`src/rtl/reg_file_8x16_if.sv`:
```
// Decode / write-back side bundle for the 8x16 register file.
// Read, write-back and reservation channels plus the scoreboard and hazard returns.
interface reg_file_8x16_if #(
  parameter int DATA_W = 16,
  parameter int ADDR_W = 3
);
  logic                     rd_en;
  logic [ADDR_W-1:0]        ra_addr;
  logic [ADDR_W-1:0]        rb_addr;
  logic [DATA_W-1:0]        ra_data;
  logic [DATA_W-1:0]        rb_data;
  logic                     rd_valid;
  logic                     wr_en;
  logic [ADDR_W-1:0]        wr_addr;
  logic [DATA_W-1:0]        wr_data;
  logic                     rsv_en;
  logic [ADDR_W-1:0]        rsv_addr;
  logic [(1<<ADDR_W)-1:0]   busy;
  logic                     hazard;

  modport slave (
    input  rd_en, ra_addr, rb_addr, wr_en, wr_addr, wr_data, rsv_en, rsv_addr,
    output ra_data, rb_data, rd_valid, busy, hazard
  );

  modport master (
    output rd_en, ra_addr, rb_addr, wr_en, wr_addr, wr_data, rsv_en, rsv_addr,
    input  ra_data, rb_data, rd_valid, busy, hazard
  );
endinterface

```
`src/rtl/reg_file_8x16.sv`:
```
// 8x16 register file: two registered read ports, one write port, pending-write scoreboard.
// Read latency 1 clock; no backpressure, hazard is advisory and decode must stall itself.
module reg_file_8x16 #(
  parameter int DATA_W = 16,
  parameter int ADDR_W = 3
) (
  input logic            clk,
  input logic            rst,
  reg_file_8x16_if.slave bus
);
  localparam int N = 1 << ADDR_W;

  logic [DATA_W-1:0] r_regs [N];
  logic [DATA_W-1:0] r_ra_data;
  logic [DATA_W-1:0] r_rb_data;
  logic              r_rd_valid;
  logic [N-1:0]      r_busy;

  logic [DATA_W-1:0] w_ra_nxt;
  logic [DATA_W-1:0] w_rb_nxt;
  logic              w_wr_a;
  logic              w_wr_b;
  logic              w_pend_a;
  logic              w_pend_b;

  // A same-edge write to a nonzero source wins over storage; R0 always reads zero.
  assign w_wr_a = bus.wr_en && (bus.wr_addr == bus.ra_addr) && (bus.ra_addr != '0);
  assign w_wr_b = bus.wr_en && (bus.wr_addr == bus.rb_addr) && (bus.rb_addr != '0);

  always_comb begin
    w_ra_nxt = '0;
    w_rb_nxt = '0;
    if (w_wr_a)                    w_ra_nxt = bus.wr_data;
    else if (bus.ra_addr != '0)    w_ra_nxt = r_regs[bus.ra_addr];
    if (w_wr_b)                    w_rb_nxt = bus.wr_data;
    else if (bus.rb_addr != '0)    w_rb_nxt = r_regs[bus.rb_addr];
  end

  // A source being written this cycle is covered by the bypass, so it is not pending.
  assign w_pend_a   = (bus.ra_addr != '0) && r_busy[bus.ra_addr] && !w_wr_a;
  assign w_pend_b   = (bus.rb_addr != '0) && r_busy[bus.rb_addr] && !w_wr_b;
  assign bus.hazard = bus.rd_en && (w_pend_a || w_pend_b);

  always_ff @(posedge clk or negedge rst) begin
    if (!rst) begin
      for (int i = 0; i < N; i++) r_regs[i] <= '0;
    end else if (bus.wr_en && (bus.wr_addr != '0)) begin
      r_regs[bus.wr_addr] <= bus.wr_data;
    end
  end

  always_ff @(posedge clk or negedge rst) begin
    if (!rst) begin
      r_ra_data  <= '0;
      r_rb_data  <= '0;
      r_rd_valid <= 1'b0;
    end else begin
      r_rd_valid <= bus.rd_en;
      if (bus.rd_en) begin
        r_ra_data <= w_ra_nxt;
        r_rb_data <= w_rb_nxt;
      end
    end
  end

  // A new reservation outranks a retiring write to the same register.
  always_ff @(posedge clk or negedge rst) begin
    if (!rst) begin
      r_busy <= '0;
    end else begin
      for (int i = 1; i < N; i++) begin
        if (bus.rsv_en && (bus.rsv_addr == ADDR_W'(i)))
          r_busy[i] <= 1'b1;
        else if (bus.wr_en && (bus.wr_addr == ADDR_W'(i)))
          r_busy[i] <= 1'b0;
      end
    end
  end

  assign bus.ra_data  = r_ra_data;
  assign bus.rb_data  = r_rb_data;
  assign bus.rd_valid = r_rd_valid;
  assign bus.busy     = r_busy;
endmodule

```
`src/flat_wrapper.sv`:
```
// flat-port wrapper written by rule: the top's interface ports become plain ports
module reg_file_8x16_flat 
#(
  parameter int DATA_W = 16,
  parameter int ADDR_W = 3
)
  (clk, rst, bus_rd_en, bus_ra_addr, bus_rb_addr, bus_wr_en, bus_wr_addr, bus_wr_data, bus_rsv_en, bus_rsv_addr, bus_ra_data, bus_rb_data, bus_rd_valid, bus_busy, bus_hazard);
  reg_file_8x16_if #(.DATA_W(DATA_W), .ADDR_W(ADDR_W)) bus_i ();
  input logic clk;
  input logic rst;
  input wire logic [$bits(bus_i.rd_en)-1:0] bus_rd_en;
  input wire logic [$bits(bus_i.ra_addr)-1:0] bus_ra_addr;
  input wire logic [$bits(bus_i.rb_addr)-1:0] bus_rb_addr;
  input wire logic [$bits(bus_i.wr_en)-1:0] bus_wr_en;
  input wire logic [$bits(bus_i.wr_addr)-1:0] bus_wr_addr;
  input wire logic [$bits(bus_i.wr_data)-1:0] bus_wr_data;
  input wire logic [$bits(bus_i.rsv_en)-1:0] bus_rsv_en;
  input wire logic [$bits(bus_i.rsv_addr)-1:0] bus_rsv_addr;
  output wire logic [$bits(bus_i.ra_data)-1:0] bus_ra_data;
  output wire logic [$bits(bus_i.rb_data)-1:0] bus_rb_data;
  output wire logic [$bits(bus_i.rd_valid)-1:0] bus_rd_valid;
  output wire logic [$bits(bus_i.busy)-1:0] bus_busy;
  output wire logic [$bits(bus_i.hazard)-1:0] bus_hazard;
  assign bus_i.rd_en = bus_rd_en;
  assign bus_i.ra_addr = bus_ra_addr;
  assign bus_i.rb_addr = bus_rb_addr;
  assign bus_i.wr_en = bus_wr_en;
  assign bus_i.wr_addr = bus_wr_addr;
  assign bus_i.wr_data = bus_wr_data;
  assign bus_i.rsv_en = bus_rsv_en;
  assign bus_i.rsv_addr = bus_rsv_addr;
  assign bus_ra_data = bus_i.ra_data;
  assign bus_rb_data = bus_i.rb_data;
  assign bus_rd_valid = bus_i.rd_valid;
  assign bus_busy = bus_i.busy;
  assign bus_hazard = bus_i.hazard;
  reg_file_8x16 #(.DATA_W(DATA_W), .ADDR_W(ADDR_W)) u_core (.clk(clk), .rst(rst), .bus(bus_i));
endmodule
```
`config.mk`:
```
export PLATFORM = sky130hd
export DESIGN_NAME = reg_file_8x16_flat
export DESIGN_NICKNAME = d
export VERILOG_FILES = /design/src/rtl/reg_file_8x16_if.sv /design/src/rtl/reg_file_8x16.sv /design/src/flat_wrapper.sv
export SDC_FILE = /design/constraint.sdc
export NUM_CORES = 1
export LEC_CHECK = 0
export BUFFER_PORTS_ARGS = -buffer_cell sky130_fd_sc_hd__buf_2
export CORE_MARGIN = 4
export CORE_UTILIZATION = 54
export CTS_CLUSTER_SIZE = 20
export DETAILED_ROUTE_END_ITERATION = 8
export PLACE_DENSITY = 0.74
export SETUP_SLACK_MARGIN = 0.15
export SLEW_MARGIN = 20
export SYNTH_ARGS = -nofsm -noshare
export SYNTH_HDL_FRONTEND = slang
export SYNTH_SLANG_ARGS = --single-unit
```
`constraint.sdc`:
```
create_clock -name clk -period 1.6 [get_ports clk]
set_input_delay 0.16 -clock clk [delete_from_list [all_inputs] [get_ports clk]]
set_output_delay 0.16 -clock clk [all_outputs]
set_load 0.02 [all_outputs]
```
* Yosys cells after proc, flatten, opt, wreduce, memory -nomap -nowiden
Cells that the tools add are included.
** Storage, ports and cells
- Bits in registers :: 168
- Input bits :: 33
- Word-level logic and storage cells :: 112
** Cells by class
- $lt $le $gt $ge :: 6
- Eq/ne operators :: 16
- Muxes and demuxes :: 31
- Bitwise logic cells :: 3
- Reductions and logical operators :: 38
** Operator list (count)
- 2-to-1 mux 16 bit :: 9
- bitwise mux 128 bit :: 1
- binary-select mux 16 bit (select 3 bit) :: 2
- demux 16 bit (select 3 bit) :: 1
- logical AND 1 bit :: 25
- equality test 3 bit, second input constant :: 8
- 2-to-1 mux 1 bit :: 16
- nonzero test 2 bit :: 7
- equality test 3 x 2 -> 1 bit, second input constant :: 4
- greater-or-equal comparator 4 bit, second input constant :: 3
- NOT 3 -> 4 bit :: 3
- nonzero test 3 bit :: 3
- < comparator 3 x 4 -> 1 bit, second input constant :: 2
- binary-select mux 1 bit (select 3 bit) :: 2
- equality test 3 x 1 -> 1 bit, second input constant :: 2
- equality test 3 bit :: 2
- < comparator 4 x 1 -> 1 bit, second input constant :: 1
- zero test 1 bit :: 2
- logical OR 1 bit :: 1

* Logic depth before layout (Yosys ltp)
- Depth in word-level cells :: 7
- Depth in mapped cells :: 7
- Depth with buffers taken out :: 4

* Worst setup path before layout
OpenSTA, ideal clock, no wires.
- Kind :: in2reg
- Start :: input bus_rb_addr[2]
- End :: register u_core.r_rb_data[6] (netlist: u_core.bus.rb_data[6])
- Arrival time :: 1.565 ns
- Required time :: 1.474 ns
- Slack :: -0.091 ns
- Cell stages on the path :: 5
- Path buffers :: 2
- Cell sequence :: buf_2 > buf_1 > mux4_2 > mux2_2 > a221o_1
** On the way
- Word-level cells in the longest chain between the ends :: 6
- Elaborated cells between the ends (all ways) :: 10
- Classes of those cells :: eq/ne: 1; mux: 5; bitwise: 1; reduce/logical: 3
** Ends and longest elaborated chain
- from (decl) :: RTL line flat_wrapper.sv:13 : input wire logic [$bits(bus_i.rb_addr)-1:0] bus_rb_addr;
- NOT 3 -> 4 bit (not written as such) :: RTL line reg_file_8x16.sv:36 : else if (bus.rb_addr != '0) w_rb_nxt = r_regs[bus.rb_addr];
- binary-select mux 16 bit (select 3 bit) :: RTL line reg_file_8x16.sv:36
- 2-to-1 mux 16 bit (not written as such) (2 in a row) :: RTL line reg_file_8x16.sv:36
- 2-to-1 mux 16 bit :: RTL line reg_file_8x16.sv:36
- 2-to-1 mux 16 bit * :: RTL line reg_file_8x16.sv:35 : if (w_wr_b) w_rb_nxt = bus.wr_data;
- to (signal assigned) :: RTL line reg_file_8x16.sv:61 : r_rb_data <= w_rb_nxt;
- to (decl) :: RTL line reg_file_8x16.sv:15 : logic [DATA_W-1:0] r_rb_data;
Mark *: on every way between the ends. The rest lies on a longest branch, timed or not. The select of a mux whose other input is x is not followed.
A chain may end at the register's enable or synchronous reset.

* Worst setup path after layout
- Start :: register u_core.r_busy[4] (netlist: u_core.bus.busy[4])
- End :: output bus_hazard
** On the way
- Word-level cells in the longest chain between the ends :: 6
- Elaborated cells between the ends (all ways) :: 10
- Classes of those cells :: mux: 4; reduce/logical: 6
** Ends and longest elaborated chain
- from (decl) :: RTL line reg_file_8x16.sv:17 : logic [N-1:0] r_busy;
- from (signal assigned) :: RTL line reg_file_8x16.sv:69 : r_busy <= '0;
- from (signal, indexed assignment) :: RTL line reg_file_8x16.sv:73 : r_busy[i] <= 1'b1;
- from (signal, indexed assignment) :: RTL line reg_file_8x16.sv:75 : r_busy[i] <= 1'b0;
- binary-select mux 1 bit (select 3 bit), on equally long branches :: RTL line reg_file_8x16.sv:40, reg_file_8x16.sv:41
- 2-to-1 mux 1 bit, on equally long branches :: RTL line reg_file_8x16.sv:40, reg_file_8x16.sv:41
- logical AND 1 bit, on equally long branches (2 in a row) :: RTL line reg_file_8x16.sv:40, reg_file_8x16.sv:41
- logical OR 1 bit * :: RTL line reg_file_8x16.sv:42 : assign bus.hazard = bus.rd_en && (w_pend_a || w_pend_b);
- logical AND 1 bit * :: RTL line reg_file_8x16.sv:42
- to (decl) :: RTL line flat_wrapper.sv:23 : output wire logic [$bits(bus_i.hazard)-1:0] bus_hazard;
Marks and branches as above.

==> results.cfg <==
[run_status]
status = finished with violations
violations = setup timing

[detailed_routing]
wirelength_met1_mm = 8.76
via_per_inst = 6.12
dr.max_layer_used = met4
firstDrtPassIters = 5
drcViolationCount = 0
ant_nets = 0
route.vias.total = 5575
wl_met2_mm = 11.1
wl_per_cell_um = 23.5
dr_wl_met3_um = 981
totalWireLength_mm = 21.4
drt_iter0_drc = 443

[critical_path]
r2r_start = u_core.r_regs[77]
critPathMaxFanout = 3
cp.arrival_ps = 1920
reg2reg_depth = 3
required_ps = 1440
endpoint_kind = output pin
cp-start-kind = flip-flop
critPathLaunch = u_core.bus.busy[4]
critPathKind = reg -> out

[die]
die_area_mm2 = 0.0180
die_h_um = 134
fp.dieW_um = 134
coreArea_mm2 = 0.0154
num_rows = 45
num_io_pins = 75
start_util_pct = 55.9

[synth]
muxShareOfSynthArea_pct = 36.8
synthCells = 564
synthArstFlopShare_pct = 100
syn_area_per_cell_um2 = 15.2
synth_compound_area_share_pct = 5.29
seq_area_frac_synth_pct = 49.0
synth.top_cell.area_share_pct = 49.0
ys_ff_latch = 168
synth_xor_xnor_area_share_pct = 0.510
yosysTopAreaCell = dfrtp_1
synth_top_flop_cell = dfrtp_1
synth_top_family_by_area = multiplexers
yosysWarnings = 1
synthTopCellsByArea = dfrtp_1 49%, mux2_2 17%, mux4_2 16%
synth_edf_count = 0
syn-cell-area_mm2 = 0.00859
syn-num-nets = 597
yosysUniqueCellTypes = 43
synth-simple-area-share_pct = 4.40
synth_fa_ha_area_share_pct = 0

[cts]
numCtsBuffers = 17
ctsHtreeMaxLevel = 4
cts.clk_slew.worst_paths_ps = 60
cts_tree = built
clock_sinks = 168
clockRootBuffer = clkbuf_16
cts.path.max_buffers = 2
clk_latency_ps = 430

[power_and_ir_drop]
leakage_uw = 0.00471
powerDensity_mw_per_mm2 = 1300
power_uw = 13600
irDropWorstVdd_uv = 838

[timing]
skew_ps = 6.99
grt_setup_unrepaired = yes
fin_setup_tns_ps = -476
fin_crit_sh_pct = 130
finalHoldViolCount = 0
max_freq_mhz = 482
period_minus_slack_ps = 2080
fin_hold_ws_ps = 54.2
timing.final.ws_setup_ps = -476
finalSetupViolCount = 1
slew_violations = 0

[global_routing]
grt_pass1_wl_mm = 34.6
grt.total_usage_pct = 25.2
antenna_found_initial = 2
grt_overflow = 0
grt_max_degree = 45
grt_pass1_vias = 6187

[hold_path]
min-delay-path-class = in -> reg
hold_path_depth = 3
min-delay-start = bus_rsv_addr[2]

[job]
maxCapViolations = 0

[placement]
port_buffers = 73
dp_hpwl_mm = 14.8
dpl_cell_area_mm2 = 0.00967
gp_congestion = 0.820
dp_cells = 850

[final_layout]
fin_area_mm2 = 0.0105
layout.cells.non_filler = 911
final_common_cell = dfrtp_1
syn2layout_area_growth_pct = 22.4
nNetsFinal = 718
drive_gt1_share_pct = 56.4
final_cell_mix = 164 x dfrtp_1, 97 x mux2_2, 73 x buf_4, 71 x buf_2, 66 x mux4_2
## cells by family after synthesis
family / Yosys count
compound gates: 51
xor+xnor: 5
buf+inv: 64
flops: 168
mux: 213
other cells: 1
simple gates: 62
## layer usage
metal	GRT usage [%]	vias to the layer above
met1	32.4	2946
met2	42.8	171
li1	-	2412
met5	0	-
met4	9.45	0
met3	4.99	46
## critical path, stage by stage, from the launching register on
cell and delay (ps):
dfrtp_2 420, mux4_2 460, a21o_1 190, a22o_1 270, buf_6 150
## layout make-up
| class | instances | area, µm² |
|---|---|---|
| fillers | 1062 | 4860 |
| clock inverters | 12 | 198 |
| multi-input cells | 332 | 4160 |
| diodes | 2 | 5.00 |
| flip-flops and latches | 168 | 4210 |
| inverters | 4 | 15.0 |
| repair buffers | 162 | 1220 |
| clock buffers | 20 | 447 |
| well taps | 211 | 264 |
## final timing paths
check | slack, ps | endpoint
setup / recovery | -480 | bus_hazard
hold / removal | 50 | u_core.bus.busy[4]
setup reg to reg | 10 | u_core.bus.ra_data[13]
hold reg to reg | 400 | u_core.r_regs[127]
max in group asynchronous | 760 | u_core.r_regs[75]
min in group asynchronous | 250 | u_core.r_regs[67]
## stage by stage
step	setup slack (ps)	utilization [%]
6_report	-476	68.4
5_1_grt	-529	68.4
4_1_cts	-498	67.8
3_5_place_dp	-273	62.9
3_3_place_gp	-228	62.9
2_1_floorplan	27.3	-
## power breakdown
part / internal [µW] / total (µW) / switching, µW
logic: 2060 / 3430 / 1370
registers: 5110 / 5760 / 648
clock network: 2810 / 4460 / 1650
total: 9980 / 13600 / 3660
## sequential cells by signal (all words and copies together) (netlist names)
register,cells
u_core.bus.ra_data,16
u_core.bus.busy,7
u_core.bus.rb_data,16
u_core.bus.rd_valid,1
u_core.r_regs,128
## Yosys cell counts, types with 2 or more instances
cell type and number:
buf_12 2, mux2i_1 3, mux4_2 61, and3_1 2, a21oi_1 2, mux4_1 5, a221o_1 32, o21ai_0 5
mux2_2 129, o22ai_1 2, buf_2 21, clkbuf_1 27, inv_1 3, buf_1 3, nand4_1 4, nor2_1 2
xnor2_1 5, dfrtp_1 168, buf_6 4, nand2b_1 3, nor2b_1 32, nand2_1 13, mux2_1 15, buf_4 2
## repair_timing
item | 4_1_cts | 5_1_grt
gates resized for setup | 7 | 0
endpoints found under the hold margin | 39 | 0
pin swaps | 2 | 1
buffers inserted | 13 | 11
cloned | 0 | 0
hold buffers | 3 | 0
endpoints found under the setup margin | 33 | 33
No activity file was read; power rests on OpenSTA's default activity.
